## config.mk

```make
export PLATFORM = sky130hd
export DESIGN_NAME = digit_serial_adder
export DESIGN_NICKNAME = d
export VERILOG_FILES = /design/src/rtl/digit_serial_adder.sv
export SDC_FILE = /design/constraint.sdc
export NUM_CORES = 1
export LEC_CHECK = 0
export ABC_AREA = 0
export ABC_CLOCK_PERIOD_IN_PS = 2900
export BUFFER_PORTS_ARGS = -buffer_cell sky130_fd_sc_hd__buf_2
export CORE_UTILIZATION = 40
export CTS_BUF_LIST = sky130_fd_sc_hd__clkbuf_8
export DETAILED_ROUTE_END_ITERATION = 8
export HOLD_SLACK_MARGIN = 0.02
export MAX_ROUTING_LAYER = met4
export SYNTH_ARGS = -nofsm -noshare
export SYNTH_HDL_FRONTEND = slang
export SYNTH_SLANG_ARGS = --single-unit
```

## constraint.sdc

```tcl
create_clock -name clock -period 2.9 [get_ports clock]
set_input_delay 0 -clock clock [delete_from_list [all_inputs] [get_ports clock]]
set_output_delay 0 -clock clock [all_outputs]
set_load 0.005 [all_outputs]
```

## src/rtl/digit_serial_adder.sv

```systemverilog
// Digit-serial adder/subtractor: adds two WORD_WIDTH operands DIGIT_WIDTH bits per cycle,
// carrying between digits in a register, with ready/valid handshakes on both sides.
module digit_serial_adder #(
  parameter int unsigned WORD_WIDTH  = 8,
  parameter int unsigned DIGIT_WIDTH = 2
) (
  input  logic                  clock,
  input  logic                  reset_n,
  input  logic                  in_valid,
  output logic                  in_ready,
  input  logic                  sub,
  input  logic                  carry_in,
  input  logic [WORD_WIDTH-1:0] A,
  input  logic [WORD_WIDTH-1:0] B,
  output logic                  out_valid,
  input  logic                  out_ready,
  output logic [WORD_WIDTH-1:0] sum,
  output logic                  carry_out,
  output logic                  overflow
);

  localparam int unsigned N   = WORD_WIDTH / DIGIT_WIDTH;
  localparam int unsigned CW  = (N > 1) ? $clog2(N) : 1;
  localparam int unsigned DW1 = DIGIT_WIDTH + 1;
  localparam logic [CW-1:0] LAST = CW'(N - 1);

  typedef enum logic [1:0] {S_IDLE, S_RUN, S_DONE} state_t;

  state_t                  state, state_next;
  logic [WORD_WIDTH-1:0]   a_reg, b_reg;
  logic [WORD_WIDTH-1:0]   a_shift, b_shift, sum_shift;
  logic                    carry_reg;
  logic [CW-1:0]           count;
  logic [DIGIT_WIDTH:0]    digit_sum;
  logic                    msb_carry;
  logic                    accept;
  logic                    last_digit;

  // in_ready depends only on state and out_ready, so a DONE handshake can overlap the next accept
  assign in_ready   = (state == S_IDLE) | ((state == S_DONE) & out_ready);
  assign accept     = in_valid & in_ready;
  assign out_valid  = (state == S_DONE);
  assign last_digit = (state == S_RUN) && (count == LAST);

  assign digit_sum = {1'b0, a_reg[DIGIT_WIDTH-1:0]} + {1'b0, b_reg[DIGIT_WIDTH-1:0]}
                   + DW1'(carry_reg);
  // Carry into the digit's top bit recovered from its operand bits and sum bit
  assign msb_carry = a_reg[DIGIT_WIDTH-1] ^ b_reg[DIGIT_WIDTH-1] ^ digit_sum[DIGIT_WIDTH-1];

  generate
    if (N == 1) begin : g_single
      assign a_shift   = '0;
      assign b_shift   = '0;
      assign sum_shift = digit_sum[DIGIT_WIDTH-1:0];
    end else begin : g_multi
      assign a_shift   = {DIGIT_WIDTH'(0), a_reg[WORD_WIDTH-1:DIGIT_WIDTH]};
      assign b_shift   = {DIGIT_WIDTH'(0), b_reg[WORD_WIDTH-1:DIGIT_WIDTH]};
      assign sum_shift = {digit_sum[DIGIT_WIDTH-1:0], sum[WORD_WIDTH-1:DIGIT_WIDTH]};
    end
  endgenerate

  // State register
  always_ff @(posedge clock or negedge reset_n) begin
    if (!reset_n) state <= S_IDLE;
    else          state <= state_next;
  end

  // Next-state logic
  always_comb begin
    state_next = state;
    unique case (state)
      S_IDLE: if (in_valid)   state_next = S_RUN;
      S_RUN:  if (last_digit) state_next = S_DONE;
      S_DONE: if (out_ready)  state_next = in_valid ? S_RUN : S_IDLE;
      default:                state_next = S_IDLE;
    endcase
  end

  // Operand capture and per-digit datapath
  always_ff @(posedge clock or negedge reset_n) begin
    if (!reset_n) begin
      a_reg     <= '0;
      b_reg     <= '0;
      carry_reg <= 1'b0;
      count     <= '0;
      sum       <= '0;
      carry_out <= 1'b0;
      overflow  <= 1'b0;
    end else if (accept) begin
      a_reg     <= A;
      b_reg     <= sub ? ~B : B;
      carry_reg <= carry_in;
      count     <= '0;
    end else if (state == S_RUN) begin
      a_reg     <= a_shift;
      b_reg     <= b_shift;
      sum       <= sum_shift;
      carry_reg <= digit_sum[DIGIT_WIDTH];
      count     <= last_digit ? '0 : count + CW'(1);
      if (last_digit) begin
        carry_out <= digit_sum[DIGIT_WIDTH];
        overflow  <= msb_carry ^ digit_sum[DIGIT_WIDTH];
      end
    end
  end

endmodule

```

==> impl_results.md <==
* Setup_tns at 0 ns
* Maximum clock insertion buffer count at 2
* Count of final hold-check violations at 0
* Slew HR at 0.514
* Yosys top cell by area: dfrtp_1
* Critical Path Fanout Max at 2
* Die Area at 4000 µm²
* CP startpoint kind: register
* Die Y-Extent at 63.2 µm
* Worst-Skew Late Latency at 0.28 ns
* Crit. End Element: register
* Logic gate share of total power at 0.443
* DRT iter0 DRCs at 61
* Initial antenna violation count at 0
* Number of global-route vias before repair at 1115
* Final setup violation count at 0
* DRC errors left at 0
* P_leak at 0.903 nW
* Post-CTS Setup Bufs at 0
* CTS H-tree depth at 2
* Seq/Total Area, Yosys at 0.518
* Detail-routed net length per standard cell at 13.6 µm
* CTS tree: yes
* Power share of the sequential group at 0.393
* Ant diodes at 0
* CP Class: register to register
* Net switching share of the total power at 0.387
* GRT Residual Overflow at 0
* Via density at 5.07
* Worst Tran Pin Value at 0.729 ns
* Worst EP arrival at 2.05 ns
* Final HPWL DP at 2.02 mm
* Clk_skew at 0.00455 ns
* Slew Viols, Final at 0
* Synth warnings at 0
* Register Area at 776 µm²
* Net Sw Power at 734 µW
* Min Tclk post-route at 1.89 ns
* Hold Crit Class: input pin to register
* Outcome: finished clean
* Port Buffers at 33
* Cell at the root of the clock tree: clkbuf_8
* Cts bufs inserted at 5
* Syn Nets at 166
* Cell area power density at 1050 nW/µm²
* Util after Layout at 0.523
* Die X at 63.2 µm
* Avg Inst Size Synth at 10.7 µm²
* Hold Slack at 0.0404 ns
* Internal power at 1.16 mW
* Clk slew on worst S/H paths at 0.06 ns
* Finished Cell Area at 1810 µm²
* CP Data Required Time at 3.06 ns
* Post-CTS sizing at 0
* Placer Congestion at 0.734
* DR vias at 1145
* Top-area cell type share of the netlist area at 0.518
* Fmax at 0.530 GHz
* Starting Density at 0.432
* Syn Inst Count at 140
* Placeable core area at 3470 µm²
* Synth area leaders: dfrtp_1, nand2_1, a221o_1, xor2_1, o21ai_0
* Final net count at 205
* Largest net degree at the start of global routing at 32
* Cts hold-fix bufs at 6
* Unrepaired setup endpoints after global routing: false
* Max cap viols at 0
* Rows at 21
* Number of distinct library cells after synthesis at 31
* Layout cells sized above 1 at 0.261
* Final Routed Wirelength at 3.08 mm
* Fill cells at 338
* TritonRoute pass-1 iters at 4
* Area grow syn2layout at 21.0%
* Fin crit share at 0.650
* First-pass GRT wire length at 5.09 mm
* Placed cell areas at 1670 µm²
* Total Power at 1.90 mW
* Total track usage at 0.176
* Post-synth design cell area at 1500 µm²
* Top-Level Pins at 34
* FF+latch count, synth at 31
* Clock power frac at 0.164
* Peak supply drop at 0.413 mV
* DRT antenna net count at 0
* Multi-input logic area at 641 µm²
* CTS sink count at 31
==> metrics by stage <==
step	instances	setup slack [ns]
6_report	226	1.01
5_1_grt	226	0.900
4_1_cts	226	1.01
3_5_place_dp	212	1.03
3_3_place_gp	212	1.09
2_1_floorplan	140	1.12
==> cells in the final DEF (no fill, tap or decap), types with 3 or more instances in the layout <==
| cell type | count |
|---|---|
| buf_2 | 33 |
| dfrtp_1 | 31 |
| nand2_1 | 29 |
| o21ai_0 | 10 |
| xor2_1 | 9 |
| a221o_1 | 9 |
| inv_1 | 7 |
| dlygate4sd3_1 | 6 |
| and2_1 | 5 |
| clkbuf_8 | 5 |
| nand3_1 | 4 |
| a32oi_1 | 4 |
| and3_1 | 4 |
| o31ai_2 | 3 |
==> cells by family (layout without fill, tap and decap cells) <==
| logic type | count (synthesis) | count (layout) | synth area share |
|---|---|---|---|
| XOR/XNOR | 10 | 10 | 0.0584 |
| buffers and inverters | 14 | 54 | 0.0551 |
| AO/OA/AOI/OAI | 30 | 30 | 0.161 |
| AND/OR/NAND/NOR | 51 | 51 | 0.164 |
| flip-flops | 31 | 31 | 0.518 |
| adder cells (fa/ha/maj) | 4 | 4 | 0.0434 |
==> synthesized netlist by cell type <==
master,n
a21oi_1,1
a21oi_2,1
a221o_1,9
a32oi_1,4
and2_1,5
and2b_4,1
and3_1,4
buf_1,1
buf_2,2
buf_4,1
buf_6,3
clkbuf_1,1
clkbuf_2,1
dfrtp_1,31
fa_1,2
ha_1,2
inv_1,5
nand2_1,29
nand2b_1,2
nand3_1,4
nand3b_1,1
nor2_1,1
nor2b_1,2
nor2b_2,1
o21ai_0,10
o21bai_1,1
o31ai_1,1
o31ai_2,3
or3_1,1
xnor2_1,1
xor2_1,9
==> path summary, 6_finish.rpt <==
path | from | end | slack, ns | cells after the start
max | a_reg[0] | overflow | 1.01 | 6
min | B[6] | b_reg[6] | 0.04 | 4
max reg2reg | a_reg[0] | overflow | 1.01 | 6
min reg2reg | sum[0] | sum[0] | 0.47 | 2
max in group asynchronous | reset_n | a_reg[5] | 2.16 | 2
min in group asynchronous | reset_n | sum[5] | 0.29 | 2
==> final cells by class <==
class / count / share of cell area
Sequential cell: 31 / 0.428
Multi-Input combinational cell: 95 / 0.353
Timing Repair Buffer: 41 / 0.132
Clock buffer: 5 / 0.0379
Tap cell: 46 / 0.0317
Inverter: 5 / 0.0103
Clock inverter: 3 / 0.00690
==> critical path, cell delays in order, from the launching register on <==
cell	delay (ns)
dfrtp_1	0.33
inv_1	0.07
fa_1	0.43
fa_1	0.53
xor2_1	0.19
xnor2_1	0.13
o21ai_0	0.08
==> per-layer routing <==
metal | GRT usage | routed length, µm | up-vias
met4 | 0.0682 | 48 | 0
met1 | 0.197 | 1350 | 556
met3 | 0.0652 | 139 | 6
li1 | - | - | 557
met2 | 0.285 | 1540 | 26
met5 | - | 0 | -
==> power by group through the flow <==
stage                     sequential (mW)  combinational (mW)  clock (mW)
after global placement              0.742               0.810           0
after global routing                0.771               0.960       0.347
after detailed placement            0.754               0.851           0
final                               0.746               0.842       0.311
after floorplan                     0.733               0.661           0
after CTS                           0.749               0.858       0.322
Power figures use the tool's default switching activity.
